File: config.mk
export PLATFORM = sky130hd
export DESIGN_NAME = id_stage_pipe
export DESIGN_NICKNAME = d
export VERILOG_FILES = /design/src/rtl/id_pkg.sv /design/src/rtl/id_regfile.sv /design/src/rtl/id_stage_pipe.sv
export SDC_FILE = /design/constraint.sdc
export NUM_CORES = 1
export LEC_CHECK = 0
export BUFFER_PORTS_ARGS = -buffer_cell sky130_fd_sc_hd__buf_4
export CAP_MARGIN = 5
export CORE_UTILIZATION = 35
export DETAILED_ROUTE_END_ITERATION = 7
export PLACE_DENSITY = 0.52
export SLEW_MARGIN = 20
export SYNTH_ARGS = -nofsm -noshare
export SYNTH_HDL_FRONTEND = slang
export SYNTH_SLANG_ARGS = --single-unit
File: constraint.sdc
create_clock -name clk -period 5.85 [get_ports clk]
set_input_delay 0.2925 -clock clk [delete_from_list [all_inputs] [get_ports clk]]
set_output_delay 0.2925 -clock clk [all_outputs]
set_load 0.01 [all_outputs]
File: src/rtl/id_pkg.sv
// Shared decode constants for the ARM ID stage.
// Command, mode, condition and opcode encodings plus the control bundle.
package id_pkg;

   localparam logic [3:0] CMD_NOP = 4'b0000;
   localparam logic [3:0] CMD_MOV = 4'b0001;
   localparam logic [3:0] CMD_ADD = 4'b0010;
   localparam logic [3:0] CMD_ADC = 4'b0011;
   localparam logic [3:0] CMD_SUB = 4'b0100;
   localparam logic [3:0] CMD_SBC = 4'b0101;
   localparam logic [3:0] CMD_AND = 4'b0110;
   localparam logic [3:0] CMD_ORR = 4'b0111;
   localparam logic [3:0] CMD_EOR = 4'b1000;
   localparam logic [3:0] CMD_MVN = 4'b1001;

   localparam logic [1:0] MODE_ALU = 2'b00;
   localparam logic [1:0] MODE_MEM = 2'b01;
   localparam logic [1:0] MODE_BR  = 2'b10;
   localparam logic [1:0] MODE_NOP = 2'b11;

   localparam logic [3:0] COND_EQ = 4'b0000;
   localparam logic [3:0] COND_NE = 4'b0001;
   localparam logic [3:0] COND_CS = 4'b0010;
   localparam logic [3:0] COND_CC = 4'b0011;
   localparam logic [3:0] COND_MI = 4'b0100;
   localparam logic [3:0] COND_PL = 4'b0101;
   localparam logic [3:0] COND_VS = 4'b0110;
   localparam logic [3:0] COND_VC = 4'b0111;
   localparam logic [3:0] COND_HI = 4'b1000;
   localparam logic [3:0] COND_LS = 4'b1001;
   localparam logic [3:0] COND_GE = 4'b1010;
   localparam logic [3:0] COND_LT = 4'b1011;
   localparam logic [3:0] COND_GT = 4'b1100;
   localparam logic [3:0] COND_LE = 4'b1101;
   localparam logic [3:0] COND_AL = 4'b1110;
   localparam logic [3:0] COND_NV = 4'b1111;

   localparam logic [3:0] OP_AND = 4'b0000;
   localparam logic [3:0] OP_EOR = 4'b0001;
   localparam logic [3:0] OP_SUB = 4'b0010;
   localparam logic [3:0] OP_ADD = 4'b0100;
   localparam logic [3:0] OP_ADC = 4'b0101;
   localparam logic [3:0] OP_SBC = 4'b0110;
   localparam logic [3:0] OP_TST = 4'b1000;
   localparam logic [3:0] OP_CMP = 4'b1010;
   localparam logic [3:0] OP_ORR = 4'b1100;
   localparam logic [3:0] OP_MOV = 4'b1101;
   localparam logic [3:0] OP_MVN = 4'b1111;

   typedef struct packed {
      logic       wb;
      logic       mr;
      logic       mw;
      logic       b;
      logic       s;
      logic [3:0] cmd;
   } ctrl_t;

endpackage

File: src/rtl/id_regfile.sv
// Register file with async reads and same-cycle writeback bypass.
// Reset clears every entry and takes precedence over a write.
module id_regfile
   import id_pkg::*;
#(
   parameter int DATA_W = 32,
   parameter int NREG   = 16,
   parameter int AW     = 4
) (
   input  logic              clk,
   input  logic              rst,
   input  logic              i_wb_en,
   input  logic [AW-1:0]     i_wb_dest,
   input  logic [DATA_W-1:0] i_wb_data,
   input  logic [AW-1:0]     i_ra1,
   input  logic [AW-1:0]     i_ra2,
   output logic [DATA_W-1:0] o_rd1,
   output logic [DATA_W-1:0] o_rd2
);

   logic [DATA_W-1:0] r_mem [NREG];

   always_ff @(posedge clk) begin
      if (rst) begin
         for (int i = 0; i < NREG; i++) r_mem[i] <= '0;
      end else if (i_wb_en) begin
         r_mem[i_wb_dest] <= i_wb_data;
      end
   end

   assign o_rd1 = (i_wb_en && i_wb_dest == i_ra1) ? i_wb_data
                                                   : r_mem[i_ra1];
   assign o_rd2 = (i_wb_en && i_wb_dest == i_ra2) ? i_wb_data
                                                   : r_mem[i_ra2];

endmodule

File: src/rtl/id_stage_pipe.sv
// ARM decode stage: decode, condition check, operand read and ID/EX register.
// Killed instructions still capture data fields; only controls are zeroed.
module id_stage_pipe
   import id_pkg::*;
#(
   parameter int DATA_W = 32,
   parameter int NREG   = 16,
   parameter int REG_AW = (NREG > 16) ? $clog2(NREG) : 4
) (
   input  logic              clk,
   input  logic              rst,
   input  logic [DATA_W-1:0] pc_in,
   input  logic [31:0]       instr_in,
   input  logic              valid_in,
   input  logic [3:0]        status_in,
   input  logic              hazard,
   input  logic              flush,
   input  logic              freeze,
   input  logic              wb_en,
   input  logic [REG_AW-1:0] wb_dest,
   input  logic [DATA_W-1:0] wb_data,
   output logic [REG_AW-1:0] src1,
   output logic [REG_AW-1:0] src2,
   output logic              has_src2,
   output logic              ex_valid,
   output logic              ex_wb_en,
   output logic              ex_mem_r_en,
   output logic              ex_mem_w_en,
   output logic              ex_b,
   output logic              ex_s,
   output logic [3:0]        ex_exe_cmd,
   output logic [DATA_W-1:0] ex_pc,
   output logic [DATA_W-1:0] ex_val_rn,
   output logic [DATA_W-1:0] ex_val_rm,
   output logic [REG_AW-1:0] ex_dest,
   output logic [REG_AW-1:0] ex_src1,
   output logic [REG_AW-1:0] ex_src2,
   output logic              ex_imm,
   output logic [11:0]       ex_shift_op,
   output logic [23:0]       ex_imm24
);

   logic [1:0]        w_mode;
   logic [3:0]        w_op;
   logic              w_s;
   logic              w_i;
   logic              w_store;
   logic [REG_AW-1:0] w_rn;
   logic [REG_AW-1:0] w_rd;
   logic [REG_AW-1:0] w_rm;
   logic [REG_AW-1:0] w_src2;
   logic [DATA_W-1:0] w_rd1;
   logic [DATA_W-1:0] w_rd2;
   logic              w_n, w_z, w_c, w_v;
   logic              w_cond;
   logic              w_kill;
   ctrl_t             w_ctl;
   ctrl_t             w_ctl_g;

   ctrl_t             r_ctl;
   logic              r_valid;
   logic [DATA_W-1:0] r_pc, r_rn, r_rm;
   logic [REG_AW-1:0] r_dest, r_src1, r_src2;
   logic              r_imm;
   logic [11:0]       r_shift;
   logic [23:0]       r_imm24;

   assign w_mode  = instr_in[27:26];
   assign w_i     = instr_in[25];
   assign w_op    = instr_in[24:21];
   assign w_s     = instr_in[20];
   assign w_rn    = REG_AW'(instr_in[19:16]);
   assign w_rd    = REG_AW'(instr_in[15:12]);
   assign w_rm    = REG_AW'(instr_in[3:0]);
   assign w_store = (w_mode == MODE_MEM) & ~w_s;
   assign w_src2  = w_store ? w_rd : w_rm;

   assign src1     = w_rn;
   assign src2     = w_src2;
   assign has_src2 = (~w_i & (w_mode != MODE_MEM)) | w_store;

   always_comb begin
      w_ctl = '0;
      unique case (w_mode)
         MODE_ALU: begin
            w_ctl.s = w_s;
            case (w_op)
               OP_MOV: begin w_ctl.cmd = CMD_MOV; w_ctl.wb = 1'b1; end
               OP_MVN: begin w_ctl.cmd = CMD_MVN; w_ctl.wb = 1'b1; end
               OP_ADD: begin w_ctl.cmd = CMD_ADD; w_ctl.wb = 1'b1; end
               OP_ADC: begin w_ctl.cmd = CMD_ADC; w_ctl.wb = 1'b1; end
               OP_SUB: begin w_ctl.cmd = CMD_SUB; w_ctl.wb = 1'b1; end
               OP_SBC: begin w_ctl.cmd = CMD_SBC; w_ctl.wb = 1'b1; end
               OP_AND: begin w_ctl.cmd = CMD_AND; w_ctl.wb = 1'b1; end
               OP_ORR: begin w_ctl.cmd = CMD_ORR; w_ctl.wb = 1'b1; end
               OP_EOR: begin w_ctl.cmd = CMD_EOR; w_ctl.wb = 1'b1; end
               OP_CMP: w_ctl.cmd = CMD_SUB;
               OP_TST: w_ctl.cmd = CMD_AND;
               default: w_ctl.cmd = CMD_NOP;
            endcase
         end
         MODE_MEM: begin
            w_ctl.cmd = CMD_ADD;
            w_ctl.mr  = w_s;
            w_ctl.wb  = w_s;
            w_ctl.mw  = ~w_s;
         end
         MODE_BR:  w_ctl.b = 1'b1;
         MODE_NOP: w_ctl = '0;
      endcase
   end

   assign {w_n, w_z, w_c, w_v} = status_in;

   always_comb begin
      w_cond = 1'b0;
      unique case (instr_in[31:28])
         COND_EQ: w_cond = w_z;
         COND_NE: w_cond = ~w_z;
         COND_CS: w_cond = w_c;
         COND_CC: w_cond = ~w_c;
         COND_MI: w_cond = w_n;
         COND_PL: w_cond = ~w_n;
         COND_VS: w_cond = w_v;
         COND_VC: w_cond = ~w_v;
         COND_HI: w_cond = w_c & ~w_z;
         COND_LS: w_cond = ~w_c | w_z;
         COND_GE: w_cond = (w_n == w_v);
         COND_LT: w_cond = (w_n != w_v);
         COND_GT: w_cond = ~w_z & (w_n == w_v);
         COND_LE: w_cond = w_z | (w_n != w_v);
         COND_AL: w_cond = 1'b1;
         COND_NV: w_cond = 1'b0;
      endcase
   end

   assign w_kill  = hazard | ~w_cond | ~valid_in;
   assign w_ctl_g = w_kill ? '0 : w_ctl;

   id_regfile #(
      .DATA_W (DATA_W),
      .NREG   (NREG),
      .AW     (REG_AW)
   ) u_rf (
      .clk       (clk),
      .rst       (rst),
      .i_wb_en   (wb_en),
      .i_wb_dest (wb_dest),
      .i_wb_data (wb_data),
      .i_ra1     (w_rn),
      .i_ra2     (w_src2),
      .o_rd1     (w_rd1),
      .o_rd2     (w_rd2)
   );

   // Flush overrides freeze: it loads the register with controls cleared.
   always_ff @(posedge clk) begin
      if (rst) begin
         r_ctl   <= '0;
         r_valid <= 1'b0;
         r_pc    <= '0;
         r_rn    <= '0;
         r_rm    <= '0;
         r_dest  <= '0;
         r_src1  <= '0;
         r_src2  <= '0;
         r_imm   <= 1'b0;
         r_shift <= '0;
         r_imm24 <= '0;
      end else if (flush || !freeze) begin
         r_ctl   <= flush ? '0 : w_ctl_g;
         r_valid <= ~flush & ~w_kill;
         r_pc    <= pc_in;
         r_rn    <= w_rd1;
         r_rm    <= w_rd2;
         r_dest  <= w_rd;
         r_src1  <= w_rn;
         r_src2  <= w_src2;
         r_imm   <= w_i;
         r_shift <= instr_in[11:0];
         r_imm24 <= instr_in[23:0];
      end
   end

   assign ex_valid    = r_valid;
   assign ex_wb_en    = r_ctl.wb;
   assign ex_mem_r_en = r_ctl.mr;
   assign ex_mem_w_en = r_ctl.mw;
   assign ex_b        = r_ctl.b;
   assign ex_s        = r_ctl.s;
   assign ex_exe_cmd  = r_ctl.cmd;
   assign ex_pc       = r_pc;
   assign ex_val_rn   = r_rn;
   assign ex_val_rm   = r_rm;
   assign ex_dest     = r_dest;
   assign ex_src1     = r_src1;
   assign ex_src2     = r_src2;
   assign ex_imm      = r_imm;
   assign ex_shift_op = r_shift;
   assign ex_imm24    = r_imm24;

endmodule

# Word level (Yosys, flattened, before mapping)
# Memories as Yosys holds them, arrays and structs flattened. A register that Yosys moved wholly into a read port is not among the register bits.
# Cells that the tools add are included.
# classes
multipliers	0
eq_ne	30
muxes	19
n_reduce_logical	9
n_shift	0
add_sub_neg	0
order_cmp	0
div_mod_pow	0
bitwise_logic	20
# ops
op	n
$eq A4 B4 Y1 const B	13
$pmux W4 S9	1
$mux W32	1
$reduce_or A32 Y1	1
$eq A4 B3 Y1 const B	7
$mux W9	2
$pmux W1 S16	1
$eq A4 B2 Y1 const B	3
$not A1 Y1	10
$mux W1	9
$reduce_or A9 Y1	1
$eq A4 B1 Y1 const B	2
$logic_not A4 Y1	2
$mux W4	2
$pmux W4 S2	1
$and A1 B1 Y1	5
$or A1 B1 Y1	5
$reduce_or A2 Y1	2
$eq A2 B1 Y1 const B	1
$eq A2 B2 Y1 const B	1
$logic_not A2 Y1	1
$mux W2	1
$ne A2 B1 Y1 const B	1
$pmux W1 S2	1
4 further kinds	4
# word_totals
ram_bits	512
memories	1
latchBits	0
register_bits	91
wordCells	93
input_bits	111
output_inout_bits	164
rom_bits	0
# mem_list
memory	words	word_bits	rd	rd_ports_with_merged_regs	write_ports	line	source
u_rf.r_mem	16	32	2	2	16	id_regfile.sv:21	logic [DATA_W-1:0] r_mem [NREG];

# Depth between registers and ports, before layout
# Gate-level depths: netlist of the first run.
# logic_depth
depth_word	8
ltp_mapped	11
ltp_nobuf	7

# Hierarchy
# From an unflattened synthesis of the first run, not the netlist that was laid out.
# hier_totals
cells_unflattened	2425
area_unflattened_um2	32580.0
# modules_own_cells
mod	instances	seq_area_each_um2	area_per_inst_um2	cells_each
id_regfile	1	15374.7	27345.0	1766
id_stage_pipe	1	2702.6	5235.0	659

# Worst setup path before layout of the first run
# No wires, ideal clock.
# synth_timing
path_type	in2reg
from	input port rst
to	memory u_rf.r_mem[3][0] (enable)
path_buffers	2
cell_stages	6
t_required_ns	5.384
path_slack_ns	1.940
arrival_ns	3.445
setup_ns	0.466
cell_sequence	clkbuf_1 > inv_1 > nand2_1 > or3_1 > clkbuf_1 > o21ai_0
# synth_lines
element	line	source
start, declared	id_stage_pipe.sv:11	input logic rst,
end, declared	id_regfile.sv:21	

# Final worst setup path of the first run
# layout_timing
from	input port instr_in[20]
to	register r_rm[19] (netlist: ex_val_rm[19]), read port of u_rf.r_mem
# layout_via
elab_chain_cells	3
# layout_lines
element	line	source
start, declared	id_stage_pipe.sv:13	input logic [31:0] instr_in,
$not A1 Y1	id_stage_pipe.sv:75	assign w_store = (w_mode == MODE_MEM) & ~w_s;
$and A1 B1 Y1	id_stage_pipe.sv:75	
$mux W4	id_stage_pipe.sv:76	assign w_src2 = w_store ? w_rd : w_rm;
end, declared	id_stage_pipe.sv:62	logic [DATA_W-1:0] r_pc, r_rn, r_rm;
# No other way between the ends.
# A chain may end at the register's enable or synchronous reset.

==> metrics.md, run 1 <==
| Metric | Value |
|---|---|
| Placed cell area | `37,080 µm²` |
| Initial antenna violation count | `13` |
| Crit path required time | `6340 ps` |
| Clock root buffer | `clkbuf_16` |
| Most common cell after layout, fill and taps aside | `and2_1` |
| CTS HTree Levels | `3` |
| Leak | `14.82 nW` |
| Yosys reg bits | `647` |
| Syn nets | `2,686` |
| Combinational Power Share | `13.9%` |
| Buffers on Ports | `274` |
| Die ar. | `97,660 µm²` |
| Post-synth ARST share | `0%` |
| Overall power | `11.72 mW` |
| Worst setup path class | `in -> reg` |
| Fillers | `8,693` |
| CP startpoint kind | `input port` |
| WL/cell | `30.13 µm` |
| Synth Cell Area | `33,740 µm²` |
| Final std cells w/o fill | `4,116` |
| Crit share post-route | `63.52%` |
| GRT Overall Usage | `25.04%` |
| Final setup vio count | `0` |
| FP Rows | `113` |
| Master of the slowest instance on the critical path | `nand2_2` |
| Pin count of the biggest net entering global routing | `67` |
| Register area share after synthesis | `53.57%` |
| Fmax | `269.1 MHz` |
| Period minus WS final | `3716 ps` |
| Most frequent cells in the layout | `520 x and2_1, 512 x edfxtp_1, 330 x buf_4, 219 x mux4_2, 198 x mux2i_1` |
| Yosys Warn Count | `0` |
| Register area | `18,080 µm²` |
| Chip height | `312.5 µm` |
| CTS resizes | `0` |
| Horiz. Die Dim | `312.5 µm` |
| GR Overflow Total | `0` |
| Power share of the clock group | `39.6%` |
| Worst Path Max Fanout | `28` |
| TNS Setup | `0 ps` |
| Starting density of the core | `35.41%` |
| Clock Pin Slew Worst Setup and Hold Paths | `60 ps` |
| Share of layout cells above drive strength 1 | `26.72%` |
| Mapped Cells | `2,575` |
| Most common cell on crit path | `buf_4` |
| Worst-margin pin slew | `1206 ps` |
| Setup WS pre-CTS | `2074 ps` |
| CTS tree | `yes` |
| Int Power | `8.675 mW` |
| Max VDD drop | `172.9 µV` |
| Status | `completed` |
| Post-synth EDFFs | `512` |
| DPL Wire Length | `73,500 µm` |
| Synth Area per Inst | `13.10 µm²` |
| Worst Setup End Kind | `flop` |
| First drt pass iteration count | `6` |
| Crit path buffers/inverters | `4` |
| Critical-path cell list | `dlygate4sd3_1 -> buf_4 -> nor3b_4 -> mux2i_4 -> inv_2 -> nand2_2 -> buf_4 -> o22ai_1 -> a2111oi_0 -> o21ai_1` |
| Max incr delay on CP | `780 ps` |
| RSZ-0062 raised after global routing | `no` |
| Post-route cell area | `40,090 µm²` |
| Crit path DAT | `4200 ps` |
| Hold WC Path Type | `in -> reg` |
| Final net count | `2,890` |
| First-pass GRT wire length | `174,400 µm` |
| Via count of the routed design | `23,990` |
| Final Max Tran Viols | `0` |
| Clk buf depth | `3` |
| Ports | `275` |
| Sw Share | `26.01%` |
| Top delay family on crit path | `buffers and inverters` |
| CTS sink cnt | `647` |
| Placer congestion estimate | `0.8505` |
| Vias in the first global route | `23,580` |
| Total detailed-routing wirelength | `124,000 µm` |
| Post-route ant nets | `0` |
| PD cells | `292.4 nW/µm²` |
| Final hold vios | `0` |
| Worst Skew | `16.92 ps` |
| CTS buffer count | `76` |
| Rel. slew slack | `19.39%` |
| Vias/cell | `5.827` |
| Netlist cell types | `56` |
| Core area | `95,290 µm²` |
| Post-Place Cells | `3,909` |
| Final setup margin | `2134 ps` |
| Sw Pwr | `3.049 mW` |
| Sequential share of power | `46.5%` |
| Clk_lat worst skew | `620 ps` |
| Max-Cap Viols | `0` |
| Multi-input logic area | `14,710 µm²` |
| Ys flop type | `edfxtp_1` |
| Drt drc | `0` |
| Area Overhead vs Synth | `18.81%` |
| Initial drt markers | `3,041` |
==> power groups by stage <==
stage	sequential, mW	clock, mW	combinational [mW]
finish	5.45	4.65	1.63
global route	5.48	4.88	1.72
floorplan	5.50	0	0.919
global placement	5.52	0	1.58
CTS	5.44	4.72	1.63
detailed placement	5.54	0	1.60
==> cell type report <==
cell class / count / area share (%)
inverters: 6 / 0.07490
multi-input cells: 1651 / 36.68
flip-flops and latches: 647 / 45.09
clock buffers: 110 / 5.371
clock inverters: 30 / 0.6273
well taps: 1265 / 3.948
repair buffers: 397 / 8.146
diodes: 10 / 0.06242
==> cell usage after synthesis, drive strengths merged, types with 4 or more instances <==
cell / instances / area [µm²]
and2: 520 / 3253
edfxtp: 512 / 15370
mux4: 223 / 5037
mux2i: 199 / 2004
clkbuf: 188 / 708.2
nand2: 170 / 638.1
dfxtp: 135 / 2703
o22ai: 103 / 644.4
a21oi: 98 / 490.5
buf: 83 / 505.5
nor2: 58 / 217.7
o21ai: 43 / 215.2
a31oi: 36 / 225.2
mux2: 36 / 405.4
a211oi: 35 / 262.8
a2111oi: 33 / 326.6
and3: 18 / 112.6
nand2b: 12 / 75.07
xnor2: 10 / 87.58
nor3b: 9 / 78.83
nor3: 8 / 40.04
inv: 6 / 22.52
or2: 5 / 31.28
nor2b: 4 / 25.02
or3: 4 / 25.02
==> metrics by stage <==
| step | util, % | hold WS [ps] |
|---|---|---|
| 2_1_floorplan | - | 399.4 |
| 3_3_place_gp | 38.83 | 438.4 |
| 3_5_place_dp | 38.91 | 443.3 |
| 4_1_cts | 42.02 | 1.553 |
| 5_1_grt | 42.05 | 28.68 |
| 6_report | 42.07 | 36.95 |
==> path summary, 6_finish.rpt <==
kind | from | slack [ps] | cells past startpoint | to
min | wb_data[10] | 40 | 3 | ex_val_rm[10]
max reg2reg | u_rf.r_mem[11][0] | 3890 | 4 | ex_val_rm[0]
max | instr_in[20] | 2130 | 10 | ex_val_rm[19]
min reg2reg | ex_pc[24] | 450 | 2 | ex_pc[24]
==> sequential cells by signal, indices dropped and copies added (netlist names), 4 cells and up <==
name         cells
ex_shift_op     11
ex_pc           32
ex_src2          4
ex_val_rn       32
ex_imm24         7
ex_val_rm       32
u_rf.r_mem     512
ex_exe_cmd       4
==> kinds of logic (layout without fill, tap and decap cells) <==
| group | count (synthesis) | after routing | synth area share [%] |
|---|---|---|---|
| and+or+nand+nor | 820 | 820 | 13.62 |
| DFF | 647 | 647 | 53.57 |
| muxes | 458 | 458 | 22.07 |
| AOI/OAI and AO/OA | 362 | 362 | 6.789 |
| buffers and inverters | 277 | 543 | 3.663 |
| xor gates and xnor gates | 11 | 11 | 0.2855 |
| other | 0 | 10 | 0 |
==> per-layer routing <==
metal	routed length, µm	share of wire, %	global-route usage, %
met5	8	0.0064	0
met2	56870	46	39.36
met4	3721	3.0	7.506
met3	11740	9.5	5.123
met1	51700	42	34.84
==> worst min-delay path, delay by kind of cell <==
kind,cells,cell delay (ps)
buffers and inverters,1,170
AO/OA/AOI/OAI,2,160
==> timing repair <==
item / CTS / global route
hold endpoints to repair: 59 / 0
setup buffers: 0 / 0
hold buffers: 56 / 0
(Power assumes the default switching activity.)
==> inputs of run 2 (changes only) <==
PLACE_DENSITY = 0.54   (was 0.52)
clock period = 3.21 ns   (was 5.85 ns; I/O delays follow)
==> run 2 against run 1 <==
  * Count of clock-buffer cells in the layout unchanged
  * Die area is the same
  * Critical path type unchanged
  * Non-clock buffer count grew 76
  * Clock skew up 2.9 ps
  * Worst hold slack gained 22 ps
  * First-iteration DRC count decreased by 12%
  * Cell count grew 1.6%
  * Register-to-register slack worse by 2600 ps
==> metrics.md, run 2 (synthesis results as in run 1) <==
| Metric | Value |
|---|---|
| R2R Setup Slk | `1300 ps (-2590 ps)` |
| Starting density of the core | `35.41% (unchanged)` |
| FP Rows | `113 (unchanged)` |
| CTS buffer count | `75 (-1.3%)` |
| Hold EP | `ex_valid` |
| Via count of the routed design | `24,160 (+0.74%)` |
| Worst r2r src | `u_rf.r_mem[9][5]` |
| Fmax | `361.4 MHz` |
| Final setup margin | `442.8 ps (-1691 ps)` |
| Vias in the first global route | `24,290 (+3.0%)` |
| Total detailed-routing wirelength | `123,600 µm (-0.35%)` |
| Most frequent cells in the layout | `520 x and2_1, 512 x edfxtp_1, 344 x buf_4, 219 x mux4_2, 198 x mux2i_1` |
| Worst Reg-to-Reg Cells | `4 (unchanged)` |
| Final std cells w/o fill | `4,181 (+1.6%)` |
| Post-route ant nets | `0 (unchanged)` |
| Most common cell after layout, fill and taps aside | `and2_1` |
| Ports | `275 (unchanged)` |
| Share of layout cells above drive strength 1 | `27.33% (+0.62 points)` |
| GRT Overall Usage | `24.94% (-0.092 points)` |
| CP startpoint kind | `input port` |
| Worst-margin pin slew | `932.3 ps (-274.0 ps)` |
| Worst Skew | `19.82 ps (+2.900 ps)` |
| Hold path depth | `4 (+1)` |
| Max VDD drop | `340.4 µV (+97%)` |
| Pin count of the biggest net entering global routing | `115 (+72%)` |
| Worst reg2reg path endpoint | `ex_val_rm[5]` |
| Overall power | `21.83 mW (+86%)` |
| DPL Wire Length | `72,970 µm (-0.73%)` |
| First drt pass iteration count | `7 (+1)` |
| Final net count | `2,965 (+2.6%)` |
| Max-Cap Viols | `0 (unchanged)` |
| Vias/cell | `5.779 (-0.82%)` |
| Horiz. Die Dim | `312.5 µm (unchanged)` |
| Status | `completed` |
| Ant. Diodes | `0 (-10)` |
| GR Overflow Total | `0 (unchanged)` |
| Setup WS pre-CTS | `392.2 ps (-1681 ps)` |
| Placed cell area | `37,590 µm² (+1.4%)` |
| Die ar. | `97,660 µm² (unchanged)` |
| Initial antenna violation count | `7 (-6)` |
| Worst Path Max Fanout | `34 (+21%)` |
| Rel. slew slack | `37.78% (+18 points)` |
| Crit path DAT | `3260 ps (-940 ps)` |
| Area Overhead vs Synth | `21.64%` |
| CTS tree | `yes` |
| Leak | `15.33 nW (+3.5%)` |
| WL/cell | `29.56 µm (-1.9%)` |
| Placer congestion estimate | `0.8897 (+4.6%)` |
| Clk_lat worst skew | `630 ps (about the same)` |
| Final setup vio count | `0 (unchanged)` |
| Crit path required time | `3710 ps (-2630 ps)` |
| Biggest register | `u_rf.r_mem` |
| Worst setup path class | `in -> reg` |
| Chip height | `312.5 µm (unchanged)` |
| Crit share post-route | `86.21%` |
| Final hold vios | `0 (unchanged)` |
| Postcts setup bufs | `0 (unchanged)` |
| RSZ-0062 raised after global routing | `no` |
| Worst Setup End Kind | `flop` |
| Clock Pin Slew Worst Setup and Hold Paths | `60 ps (about the same)` |
| Period minus WS final | `2767 ps` |
| Post-route cell area | `41,040 µm² (+2.4%)` |
| PD cells | `531.9 nW/µm² (+82%)` |
| Clock root buffer | `clkbuf_16` |
| Drt drc | `0 (unchanged)` |
| CTS HTree Levels | `3 (unchanged)` |
| Initial drt markers | `2,671 (-12%)` |
| CTS sink cnt | `647 (unchanged)` |
| Clk buf depth | `3 (unchanged)` |
| Hold path startpoint | `hazard` |
| Post-Place Cells | `3,948 (+1.0%)` |
| Buffers on Ports | `274 (unchanged)` |
| Hold WC Path Type | `in -> reg` |
| Final Max Tran Viols | `0 (unchanged)` |
| Core area | `95,290 µm² (unchanged)` |
| Largest register FFs | `512 (unchanged)` |
| First-pass GRT wire length | `176,000 µm (+0.91%)` |
==> run 2: changes by cell type in the layout (fill, tap and decap cells not counted), sizes merged <==
| cell | change |
|---|---|
| dlygate4sd3 | +38 |
| diode | -10 |
| buf | +38 |
| bufinv | +3 |
| inv | -2 |
| clkinv | -2 |
==> run 2: stage by stage <==
step / hold WS (ps) / util (%) / setup TNS (ps)
finish: 58.70 / 43.07 / 0
global placement: 417.0 / 39.45 / 0
detailed placement: 424.5 / 39.45 / 0
CTS: 15.66 / 43.07 / 0
floorplan: 267.4 / - / -97530
global route: 104.5 / 43.07 / 0
==> run 2: report_power, final <==
group / switching [mW] / leakage (nW) / internal (mW) / total (mW)
Clock: 3.55 / 1.24 / 5.27 / 8.82
Sequential: 0.356 / 6.00 / 9.57 / 9.93
Combinational: 1.66 / 8.09 / 1.42 / 3.08
==> run 2: repair_timing <==
| item | in CTS | in global routing |
|---|---|---|
| hold endpoints to repair | 636 | 0 |
| endpoints found under the setup margin | 0 | 0 |
| resized for setup | 0 | 0 |
| hold buffers | 94 | 0 |
==> run 2: worst max-delay path, stage by stage <==
cell           delay (ps)
dlygate4sd3_1         540
buf_4                 160
nor3b_4               390
mux2i_1               160
buf_4                 190
inv_8                 310
buf_12                300
mux2i_1               310
o22ai_1               130
a2111oi_0             420
o21ai_1               100
==> run 2: worst max-delay path by stage <==
stage / from / slack [ps] / endpoint / cells past startpoint
floorplan: rst / -570 / u_rf.r_mem[2][0] / 6
global placement: instr_in[20] / 370 / ex_val_rm[25] / 10
detailed placement: instr_in[27] / 390 / ex_val_rm[4] / 10
CTS: instr_in[20] / 470 / ex_val_rm[21] / 11
global route: instr_in[20] / 290 / ex_val_rm[14] / 10
finish: instr_in[20] / 440 / ex_val_rm[21] / 11
==> run 2: layer usage <==
layer	global-route usage, %	part of all wire (%)	vias to the layer above
met2	41.09	48	1278
met3	4.891	8.3	196
met5	0	0.045	-
li1	-	-	10250
met1	33.17	41	12440
met4	7.650	2.7	4
==> run 2: final cells by class <==
class | count | area (µm²)
clock buffer | 110 | 2216
clock inverter | 29 | 295.3
fill | 8545 | 54250
inverter | 6 | 30.03
multi-input combinational | 1651 | 14630
sequential | 647 | 18080
tap | 1265 | 1583
timing repair buffer | 473 | 4209
